===== src/rtl/prio_enc_rr.sv =====
// prio_enc_rr: priority encoder, fixed or round-robin, one-entry output reg.
// Ports: clk_i, rst_n_i (async low), inp_i requests, ready_i accept,
//        out_o index, onehot_o one-hot of out_o, valid_o result present.
module prio_enc_rr #(
    parameter int WIDTH   = 16,
    parameter int RR_MODE = 0,
    localparam int IDXW   = $clog2(WIDTH)
) (
    input  logic             clk_i,
    input  logic             rst_n_i,
    input  logic [WIDTH-1:0] inp_i,
    input  logic             ready_i,
    output logic [IDXW-1:0]  out_o,
    output logic [WIDTH-1:0] onehot_o,
    output logic             valid_o
);

    localparam logic [IDXW-1:0] LAST = IDXW'(WIDTH - 1);

    logic [IDXW-1:0]  out_q, out_d;
    logic [IDXW-1:0]  ptr_q, ptr_d;
    logic [WIDTH-1:0] onehot_q, onehot_d;
    logic             valid_q, valid_d;

    logic             load;
    logic             accept;
    logic [IDXW-1:0]  next_ptr;
    logic [IDXW-1:0]  base;
    logic [IDXW-1:0]  sel_idx;
    logic             found;
    int               scan_j;

    always_comb begin
        load     = !valid_q || ready_i;
        accept   = valid_q && ready_i;
        // wrap explicitly so non-power-of-2 widths never reach WIDTH
        next_ptr = (out_q == LAST) ? '0 : out_q + 1'b1;

        ptr_d = ptr_q;
        if (RR_MODE != 0 && accept && |inp_i) begin
            ptr_d = next_ptr;
        end

        // a same-cycle accept+reload scans from the already-advanced pointer
        base = (RR_MODE != 0) ? ptr_d : '0;

        sel_idx = '0;
        found   = 1'b0;
        scan_j  = 0;
        for (int i = 0; i < WIDTH; i++) begin
            scan_j = int'(base) + i;
            if (scan_j >= WIDTH) begin
                scan_j = scan_j - WIDTH;
            end
            if (!found && inp_i[IDXW'(scan_j)]) begin
                found   = 1'b1;
                sel_idx = IDXW'(scan_j);
            end
        end

        out_d    = out_q;
        onehot_d = onehot_q;
        valid_d  = valid_q;
        if (load) begin
            if (found) begin
                out_d    = sel_idx;
                onehot_d = WIDTH'(1) << sel_idx;
                valid_d  = 1'b1;
            end else begin
                onehot_d = '0;
                valid_d  = 1'b0;
            end
        end
    end

    always_ff @(posedge clk_i or negedge rst_n_i) begin
        if (!rst_n_i) begin
            out_q    <= '0;
            ptr_q    <= '0;
            onehot_q <= '0;
            valid_q  <= 1'b0;
        end else begin
            out_q    <= out_d;
            ptr_q    <= ptr_d;
            onehot_q <= onehot_d;
            valid_q  <= valid_d;
        end
    end

    assign out_o    = out_q;
    assign onehot_o = onehot_q;
    assign valid_o  = valid_q;

endmodule


===== config.mk =====
export PLATFORM = sky130hd
export DESIGN_NAME = prio_enc_rr
export DESIGN_NICKNAME = d
export VERILOG_FILES = /design/src/rtl/prio_enc_rr.sv
export SDC_FILE = /design/constraint.sdc
export NUM_CORES = 1
export LEC_CHECK = 0
export BUFFER_PORTS_ARGS = -buffer_cell sky130_fd_sc_hd__clkbuf_2
export CAP_MARGIN = 40
export CORE_ASPECT_RATIO = 0.9
export CORE_UTILIZATION = 40
export DETAILED_ROUTE_END_ITERATION = 12
export PLACE_DENSITY = 0.76
export SLEW_MARGIN = 20
export SYNTH_ARGS = -nofsm -noshare
export SYNTH_HDL_FRONTEND = slang
export SYNTH_SLANG_ARGS = --single-unit

===== constraint.sdc =====
create_clock -name clk_i -period 1.2 [get_ports clk_i]
set_input_delay 0.12 -clock clk_i [delete_from_list [all_inputs] [get_ports clk_i]]
set_output_delay 0.12 -clock clk_i [all_outputs]
set_load 0.005 [all_outputs]

Yosys cells after proc, flatten, opt, wreduce, memory -nomap -nowiden

Index checks and enable logic that the tools add are counted.

Word-level logic and storage cells: 38
Output and inout port bits: 21
Flip-flop bits (word level): 21

Shifts and indexed selects: 1
Reduce and logical (&&, ||, !) cells: 17
Mux-type cells: 17

Operator list:

| kind                                                                | number |
|---|---|
| 4-bit two-way mux                                                   | 5 |
| 16-bit two-way mux                                                  | 1 |
| 1-bit by 4-bit left shift with 16-bit output (first input constant) | 1 |
| 1-bit two-way mux                                                   | 10 |
| 1-bit logical NOT                                                   | 8 |
| 1-bit logical AND                                                   | 7 |
| 2-bit two-way mux                                                   | 1 |
| 2-bit AND reduction                                                 | 1 |
| 1-bit logical OR                                                    | 1 |

Depth between registers and ports, before layout

Gate-level depths: netlist of the first run.

Depth after elaboration: 24
Depth in mapped cells: 5

Worst setup path before layout of the first run

Ideal clock, no wire load.

Path type: reg2reg
Start point: reg valid_q (netlist: valid_o)
End point: reg onehot_q[2] (netlist: onehot_o[2])
Path slack: 0.033 ns
Setup time: 0.136 ns
Arrival: 1.031 ns
Cell stages (with the launch flop): 5
Cells stage by stage: dfrtp_1 nor2b_1 buf_2 clkbuf_1 o21ai_0

Word-level cells in the longest chain between the ends: 2

RTL lines:

| item                     | line | text |
|---|---|---|
| start: declaration       | 23   | `logic valid_q, valid_d;` |
| start signal: assignment | 86   | `valid_q <= valid_d;` |
| 1-bit logical NOT        | 34   | `load = !valid_q \|\| ready_i;` |
| 1-bit logical OR         | 34   |  |
| end signal: assignment   | 85   | `onehot_q <= onehot_d;` |
| end: declaration         | 22   | `logic [WIDTH-1:0] onehot_q, onehot_d;` |

No other way between the ends.
A chain may end at the register's enable or synchronous reset.

Final worst setup path of the first run

Start point: reg valid_q (netlist: valid_o)
End point: reg onehot_q[0] (netlist: onehot_o[0])

The elaborated chain is that of the path after synthesis.

==> metrics.txt, run 1 <==
outcome=complete, but fails checks; failing checks=DRC; final slew viol count=0; crit path kind=reg2reg; GRT overflow=0; Layout fillers=130; maximum root-to-sink buffer count=2; DRT iter0 DRCs=15; initial antenna violation count=0; Worst EP required=roughly 1.4 ns; Seq cells post-synth=12; Synth cell types=29; non-filler instance count after layout=about 120; CTS Sinks=12; predominant post-synthesis flop cell=dfrtp_1; n_diodes=0; DRC violations left=2; Yosys warnings=0; Worst VDD drop=between 600 and 700 uV; I/O Buffers=22; WL/cell=approximately 12 um; Die Area=around 1800 um2; Final Hold Fails=0; clock root buffer=clkbuf_4; row count=13; number of flops mapped to enable cells by yosys=0; setup TNS=0 ns; Static Leak=0.4465 nW; Worst Skew=0.004663 ns; Die Span Y=39.97 um; area occupied by registers=300.3 um2; layout cells sized above 1=46.00%; Multi-input gate area=314.1 um2; Hold Path Class=in2reg; fin nets=between 100 and 150; largest net degree at the start of global routing=13; vias per cell=approximately 4.8; Setup violations, final=0; CP max FO=8; post-DP HPWL=1.016 mm; Initial Utilization=between 40 and 50%; final WL=1.395 mm; Fmax=864.2 MHz; CP Capture Type=flip-flop; IO Pins=40; CTS buffer count=3; synthesis-to-finish area growth=36.72%; vias in the first global route=469; Final Cycle Share=96.43%; synthesized cell area=640.6 um2; Final ANT Viol Nets=0; max-cap viol count=0; clock transition at the registers of the reported paths=0.08 ns; PwrDens=1043 nW/um2; Skew-Pair Late Insertion Delay=0.27 ns; vias after detailed routing=556; sequential area share after synthesis=46.88%; CP arrival=~1.3 ns; routability cong.=roughly 0.87; CP Launch Type=flip-flop; global-route wire length before repair=1.980 mm; GRT Total Usage=around 16%; async set or reset register ratio after synthesis=100.0%; DIE WIDTH=44.19 um; CTS tree=built; core box area=1464 um2; synthesized instance count=66; dpl cells=110; min cycle time layout=1.157 ns; commonest non-fill, non-tap cell in the layout=clkbuf_2; highest-count cells in the layout ignoring fill and taps=22 x clkbuf_2, 12 x dfrtp_1, 9 x conb_1, 9 x buf_4, 8 x nand2_1; CTS H-tree lvls=1; First-pass DRT Iterations=10; syn avg cell area=9.706 um2
[state kept, by name, indices dropped and copies added (netlist names)]
signal / cells
onehot_o: 8
out_o: 3
valid_o: 1
[Yosys cell counts, types with 2 or more instances]
cell	number	area share, %
nand3_1	2	1.6
nand2b_1	2	2.0
nand2_1	8	4.7
o31ai_1	2	2.3
nor2_1	4	2.3
buf_4	9	11
dfrtp_1	12	47
o21ai_0	4	3.1
inv_1	2	1.2
a21oi_1	2	1.6
[what timing repair did]
action | CTS | global route
hold buffers | 1 | 0
endpoints found under the hold margin | 12 | 0
endpoints found under the setup margin | 2 | 7
cloned | 0 | 0
pin swaps | 1 | 0
buffers inserted | 1 | 0
gates resized for setup | 0 | 7
[critical path, cell delays in order (launching register included)]
cell and delay [ns]:
dfrtp_1 0.35, nor2b_4 0.25, buf_6 0.15, mux2_4 0.29
[where the power goes]
| part | total, W | switching, W | internal (W) | leakage, nW |
|---|---|---|---|---|
| clock network | 0.000323 | 0.000139 | 0.000184 | 0.0210 |
| registers | 0.000434 | 0.0000107 | 0.000424 | 0.154 |
| logic | 0.000156 | 0.0000842 | 0.0000715 | 0.272 |
| total | 0.000913 | 0.000233 | 0.000680 | 0.447 |
[metrics by stage]
step,power [W],hold WS [ns],util (%),cell area [um2],setup WS (ns)
detailed placement,0.0005862,0.02286,54.53,798.3,-0.05150
CTS,0.0009114,0.08395,58.21,852.1,0.001563
floorplan,0.0005241,-0.1756,-,670.6,0.03349
global placement,0.0005825,0.01438,54.53,798.3,-0.01873
global route,0.0009567,0.08927,59.83,875.8,-0.003457
finish,0.0009133,0.08818,59.83,875.8,0.04282
[cells by family (layout without fill, tap and decap cells)]
logic type / count (synthesis) / in the layout / synth area share, %
multiplexers: 2 / 2 / 3.320
flip-flops: 12 / 12 / 46.88
other: 1 / 9 / 0.5854
AND/OR/NAND/NOR: 23 / 23 / 19.92
AO/OA/AOI/OAI: 15 / 15 / 16.21
buffers and inverters: 13 / 39 / 13.08
[routing by layer]
| layer | vias to the layer above | share of wire [%] | global-route usage (%) | wire length (um) |
|---|---|---|---|---|
| li1 | 278 | - | - | - |
| met1 | 250 | 47 | 21.57 | 652 |
| met2 | 26 | 47 | 22.79 | 649 |
| met3 | 2 | 5.8 | 5.856 | 81 |
| met4 | 0 | 0.79 | 11.36 | 11 |
| met5 | - | 0 | 0 | 0 |
[area by class of cell]
| class | instances | share of cell area [%] |
|---|---|---|
| Tap cell | 15 | 2.143 |
| Clock buffer | 4 | 4.143 |
| Multi-Input combinational cell | 49 | 35.86 |
| Inverter | 2 | 0.8571 |
| Timing Repair Buffer | 33 | 22.71 |
| Sequential cell | 12 | 34.29 |
[worst paths after layout]
| kind | cells after the start | end | slack [ns] | start |
|---|---|---|---|---|
| min | 2 | valid_o$_DFFE_PN0N_ | 0.09 | inp_i[7] |
| min in group asynchronous | 2 | onehot_o[0]$_DFFE_PN0N_ | 0.25 | rst_n_i |
| max reg2reg | 3 | onehot_o[0]$_DFFE_PN0N_ | 0.04 | valid_o$_DFFE_PN0N_ |
| min reg2reg | 2 | onehot_o[3]$_DFFE_PN0N_ | 0.49 | onehot_o[3]$_DFFE_PN0N_ |
| max in group asynchronous | 2 | out_o[0]$_DFFE_PN0P_ | 0.71 | rst_n_i |
| max | 3 | onehot_o[0]$_DFFE_PN0N_ | 0.04 | valid_o$_DFFE_PN0N_ |
No activity file was read; power rests on OpenSTA's default activity.
==> run 2, diff against run 1 <==
--- a/config.mk
+++ b/config.mk
@@ -11,6 +11,7 @@
 export CORE_UTILIZATION = 40
 export DETAILED_ROUTE_END_ITERATION = 12
 export PLACE_DENSITY = 0.76
+export SKIP_LAST_GASP = 1
 export SLEW_MARGIN = 20
 export SYNTH_ARGS = -nofsm -noshare
 export SYNTH_HDL_FRONTEND = slang
==> constraint.sdc (replaced) <==
create_clock -name clk_i -period 1.2 [get_ports clk_i]
set_input_delay 0.12 -clock clk_i [delete_from_list [all_inputs] [get_ports clk_i]]
set_output_delay 0.12 -clock clk_i [all_outputs]
set_load 0.01 [all_outputs]
==> run 2 against run 1 <==
Net effect:
- the run now ends clean
- global-route usage rose by 0.66 points
- non-clock buffer count fell by 2
- clock skew fell by 0.0020 ns
- combinational power rose by 7%
- worst setup slack improved by 0.042 ns
- sequential power barely moved
- clock-buffer cell count fell by 1
- critical path type unchanged
- largest power group unchanged
==> metrics.txt, run 2 (same netlist as run 1, synthesis figures left out) <==
layout cells sized above 1=42.27%; DRC violations left=0; Fmax=896.8 MHz; GRT Total Usage=17.15%; post-DP HPWL=958 um; GRT overflow=0; RR Startpoint=valid_o$_DFFE_PN0N_; synthesis-to-finish area growth=30.47%; CTS Sinks=12; CP delay by family, top=flip-flops; Critical Path, Cell by Cell=nor2b_4 -> buf_6 -> mux2_4; R2R Path End=onehot_o[0]$_DFFE_PN0N_; CTS buffer count=3; PnR Total Power=between 0.0008 and 0.0009 W; final WL=between 1 and 1.5 mm; CTS tree=built; WL/cell=roughly 11 um; maximum root-to-sink buffer count=2; global-route wire length before repair=between 2 and 2.5 mm; Final Hold Fails=0; commonest non-fill, non-tap cell in the layout=clkbuf_2; IO Pins=40; Worst EP required=~1.4 ns; Final Cycle Share=92.93%; First-pass DRT Iterations=6; n_diodes=0; largest net degree at the start of global routing=13; RSZ-0062 raised after global routing=false; Register-to-Register Path Depth=3; Top Usage Layer GRT=met2; clock root buffer=clkbuf_4; WHS Path Cells=2; CP Launch Type=flip-flop; highest-count cells in the layout ignoring fill and taps=22 x clkbuf_2, 12 x dfrtp_1, 9 x conb_1, 8 x nand2_1, 7 x buf_4; worst path bufs/invs=1; max-cap viol count=0; DRT iter0 DRCs=20; DIE WIDTH=44.19 um; max FFs per register=8; worst hold margin=0.09035 ns; Post-CTS Setup Bufs=0; met2 Track Usage GR=28.31%; fin util=57.09%; Skew-Pair Late Insertion Delay=0.26 ns; CP arrival=1.26 ns; vias after detailed routing=about 550; Hold Path Sink=valid_o$_DFFE_PN0N_; outcome=complete, no violations; CP max FO=8; critical path's slowest cell=dfrtp_1; crit path kind=reg2reg; initial antenna violation count=0; routability cong.=0.8142; Final ANT Viol Nets=0; I/O Buffers=22; Worst Skew=0.002688 ns; PwrDens=995.6 nW/um2; Worst VDD drop=between 600 and 700 uV; CTS H-tree lvls=1; Global Route met1 Usage=20.40%; vias in the first global route=483; routing usage on met3=6.757%; vias per cell=roughly 4.9; row count=13; clock transition at the registers of the reported paths=0.07 ns; Die Area=1766 um2; Static Leak=0.4260 nW; Initial Utilization=43.76%; CP max stage delay=0.35 ns; final slew viol count=0; Worst R2R Setup Slack=around 0.085 ns; Die Span Y=approximately 40 um; min cycle time layout=1.115 ns; Hold Path Class=in2reg; CP Capture Type=flip-flop; Setup violations, final=0; fin nets=118; core box area=1464 um2; Hold Crit Start=inp_i[7]
run 2: area by class of cell:
type,count,area [um2]
inverter,2,7.507
fill,139,628.1
clock buffer,3,22.52
sequential,12,300.3
multi-input combinational,49,302.8
tap,15,18.77
timing repair buffer,31,183.9
run 2: power by group:
part	switching, W	internal (W)
registers	0.00000987	0.000424
clock network	0.000116	0.000116
logic	0.0000946	0.0000720
run 2: timing repair:
item | CTS | global route
endpoints found under the hold margin | 12 | 0
gates resized for setup | 0 | 5
hold buffers | 1 | 0
pin swaps | 0 | 3
gates cloned | 0 | 0
setup endpoints to repair | 1 | 6
run 2: how the worst max path moves through the flow:
stage | start | endpoint | slack (ns) | cells past startpoint
6_report | valid_o$_DFFE_PN0N_ | onehot_o[0]$_DFFE_PN0N_ | 0.08 | 3
5_1_grt | valid_o$_DFFE_PN0N_ | onehot_o[0]$_DFFE_PN0N_ | 0.02 | 3
4_1_cts | valid_o$_DFFE_PN0N_ | valid_o$_DFFE_PN0N_ | -0.04 | 3
3_5_place_dp | valid_o$_DFFE_PN0N_ | valid_o$_DFFE_PN0N_ | -0.03 | 3
3_3_place_gp | valid_o$_DFFE_PN0N_ | valid_o$_DFFE_PN0N_ | -0.02 | 3
2_1_floorplan | valid_o$_DFFE_PN0N_ | onehot_o[0]$_DFFE_PN0N_ | 0.05 | 3
run 2: metal layers:
metal	part of all wire [%]	routed length, um	vias up
li1	-	-	274
met4	1.1	13	0
met2	47	582	22
met3	5.6	69	2
met1	46	568	253
met5	0	0	-
run 2: metrics by stage:
| stage | setup TNS (ns) | std cells | area [um2] | setup slack [ns] |
|---|---|---|---|---|
| floorplan | 0 | 74 | 671.9 | 0.04709 |
| global placement | -0.01731 | 109 | 790.8 | -0.01731 |
| detailed placement | -0.03129 | 109 | 790.8 | -0.03129 |
| CTS | -0.04007 | 113 | 823.3 | -0.04007 |
| global route | 0 | 112 | 835.8 | 0.01719 |
| finish | 0 | 112 | 835.8 | 0.08487 |
==> run 3, diff against run 2 <==
==> constraint.sdc (replaced) <==
create_clock -name clk_i -period 1.2 [get_ports clk_i]
set_input_delay 0.18 -clock clk_i [delete_from_list [all_inputs] [get_ports clk_i]]
set_output_delay 0.18 -clock clk_i [all_outputs]
set_load 0.01 [all_outputs]
==> run 3 against run 2 <==
Net effect:
- worst setup slack got worse by 0.024 ns
- hold slack better by 0.059 ns
- cell count increased by 0.89%
- combinational power is essentially flat
- sequential share of layout area is 0.11 points lower
- critical endpoint unchanged
- largest cell class is now sequential cells
- highest routed layer unchanged
==> metrics.txt, run 3 (same netlist as run 1, synthesis figures left out) <==
outcome=complete, no violations; layout cells sized above 1=41.84%; Setup violations, final=0; clock transition at the registers of the reported paths=0.07 ns; Skew-Pair Late Insertion Delay=approximately 0.26 ns; CTS H-tree lvls=1; worst path bufs/invs=1; GRT overflow=0; max FFs per register=8; Final Cycle Share=94.92%; min cycle time layout=~1.1 ns; final slew viol count=0; maximum root-to-sink buffer count=2; Die Span Y=approximately 40 um; n_diodes=0; RSZ-0062 raised after global routing=false; highest-count cells in the layout ignoring fill and taps=22 x clkbuf_2, 12 x dfrtp_1, 9 x conb_1, 8 x nand2_1, 8 x buf_4; CP Launch Type=flip-flop; Static Leak=0.4311 nW; critical path's slowest cell=dfrtp_1; post-DP HPWL=1.010 mm; commonest non-fill, non-tap cell in the layout=clkbuf_2; Critical Path, Cell by Cell=nor2b_4 -> buf_6 -> mux2_4; DRC violations left=0; Placed Area=798.3 um2; Die Area=1766 um2; GRT Total Usage=17.51%; CP Capture Type=flip-flop; CP arrival=1.29 ns; row count=13; Post-CTS Setup Bufs=0; final WL=between 1 and 1.5 mm; design area=838.3 um2; IO Pins=40; DRT iter0 DRCs=5; synthesis-to-finish area growth=30.86%; core box area=1464 um2; CP delay by family, top=flip-flops; CTS buffer count=3; global-route wire length before repair=2.097 mm; worst hold margin=roughly 0.15 ns; CTS tree=built; vias per cell=4.788; CP max stage delay=~0.36 ns; Layout fillers=145; CP max FO=8; WL/cell=11.35 um; crit path kind=reg2reg; I/O Buffers=22; clock root buffer=clkbuf_4; Fmax=877.9 MHz; fin nets=119; DIE WIDTH=44.19 um; PwrDens=1001 nW/um2; Final Hold Fails=0; vias after detailed routing=541; vias in the first global route=484; Worst VDD drop=roughly 580 uV; largest net degree at the start of global routing=13; First-pass DRT Iterations=6; Hold Path Class=in2reg; routability cong.=0.8310; Worst EP required=1.35 ns; Worst Skew=between 0.003 and 0.004 ns; initial antenna violation count=0; CTS Sinks=12; Final ANT Viol Nets=0; Initial Utilization=~44%; max-cap viol count=0
-- run 3: cell count changes in the layout (fill, tap and decap cells not counted) --
cell	previous run	this run
buf_4	7	8
nor3_1	0	1
nor3_2	1	0
-- run 3: layout make-up --
| cell class | count | area, um2 | share of cell area (%) |
|---|---|---|---|
| Multi-Input combinational cell | 49 | 297.8 | 35.52 |
| Tap cell | 15 | 18.77 | 2.239 |
| Clock buffer | 3 | 22.52 | 2.687 |
| Inverter | 2 | 7.507 | 0.8955 |
| Sequential cell | 12 | 300.3 | 35.82 |
| Timing Repair Buffer | 32 | 191.4 | 22.84 |
-- run 3: path summary, 6_finish.rpt --
path,endpoint,slack (ns),startpoint,depth (start not counted)
max,onehot_o[0]$_DFFE_PN0N_,0.06,valid_o$_DFFE_PN0N_,3
min in group asynchronous,onehot_o[7]$_DFFE_PN0N_,0.34,rst_n_i,2
min,valid_o$_DFFE_PN0N_,0.15,inp_i[7],2
min reg2reg,onehot_o[6]$_DFFE_PN0N_,0.48,onehot_o[6]$_DFFE_PN0N_,2
max in group asynchronous,onehot_o[6]$_DFFE_PN0N_,0.63,rst_n_i,2
max reg2reg,onehot_o[0]$_DFFE_PN0N_,0.06,valid_o$_DFFE_PN0N_,3
-- run 3: per-stage QoR --
| stage | setup TNS, ns | util [%] | setup slack [ns] | total power (W) | instances |
|---|---|---|---|---|---|
| 4_1_cts | 0 | 56.75 | 0.01949 | 0.0008518 | 113 |
| 3_5_place_dp | -0.09610 | 54.53 | -0.06717 | 0.0006046 | 110 |
| 3_3_place_gp | -0.04623 | 54.53 | -0.04549 | 0.0006005 | 110 |
| 5_1_grt | 0 | 57.27 | 0.02011 | 0.0008898 | 113 |
| 2_1_floorplan | 0 | - | 0.04709 | 0.0005390 | 74 |
| 6_report | 0 | 57.27 | 0.06091 | 0.0008390 | 113 |
-- run 3: routing by layer --
layer	track usage (%)	vias to the layer above	part of all wire, %
met3	5.405	2	5.6
met2	27.21	18	45
met1	22.25	245	49
met4	9.091	0	0.62
met5	0	-	0
li1	-	276	-
-- run 3: report_power, final --
part	internal, W	total [W]	switching (W)
logic	0.0000742	0.000169	0.0000946
registers	0.000424	0.000435	0.0000108
clock network	0.000116	0.000235	0.000119
total	0.000614	0.000839	0.000225
-- run 3: repair_timing --
action / CTS / global route
hold endpoints to repair: 12 / 0
resized for setup: 2 / 2
pin swaps: 0 / 0
setup endpoints to repair: 2 / 1
hold buffers: 1 / 0
-- run 3: worst reg2reg max path, cell delays in order, from the launching register on --
cell	delay, ns
dfrtp_1	0.36
nor2b_4	0.24
buf_6	0.14
mux2_4	0.29
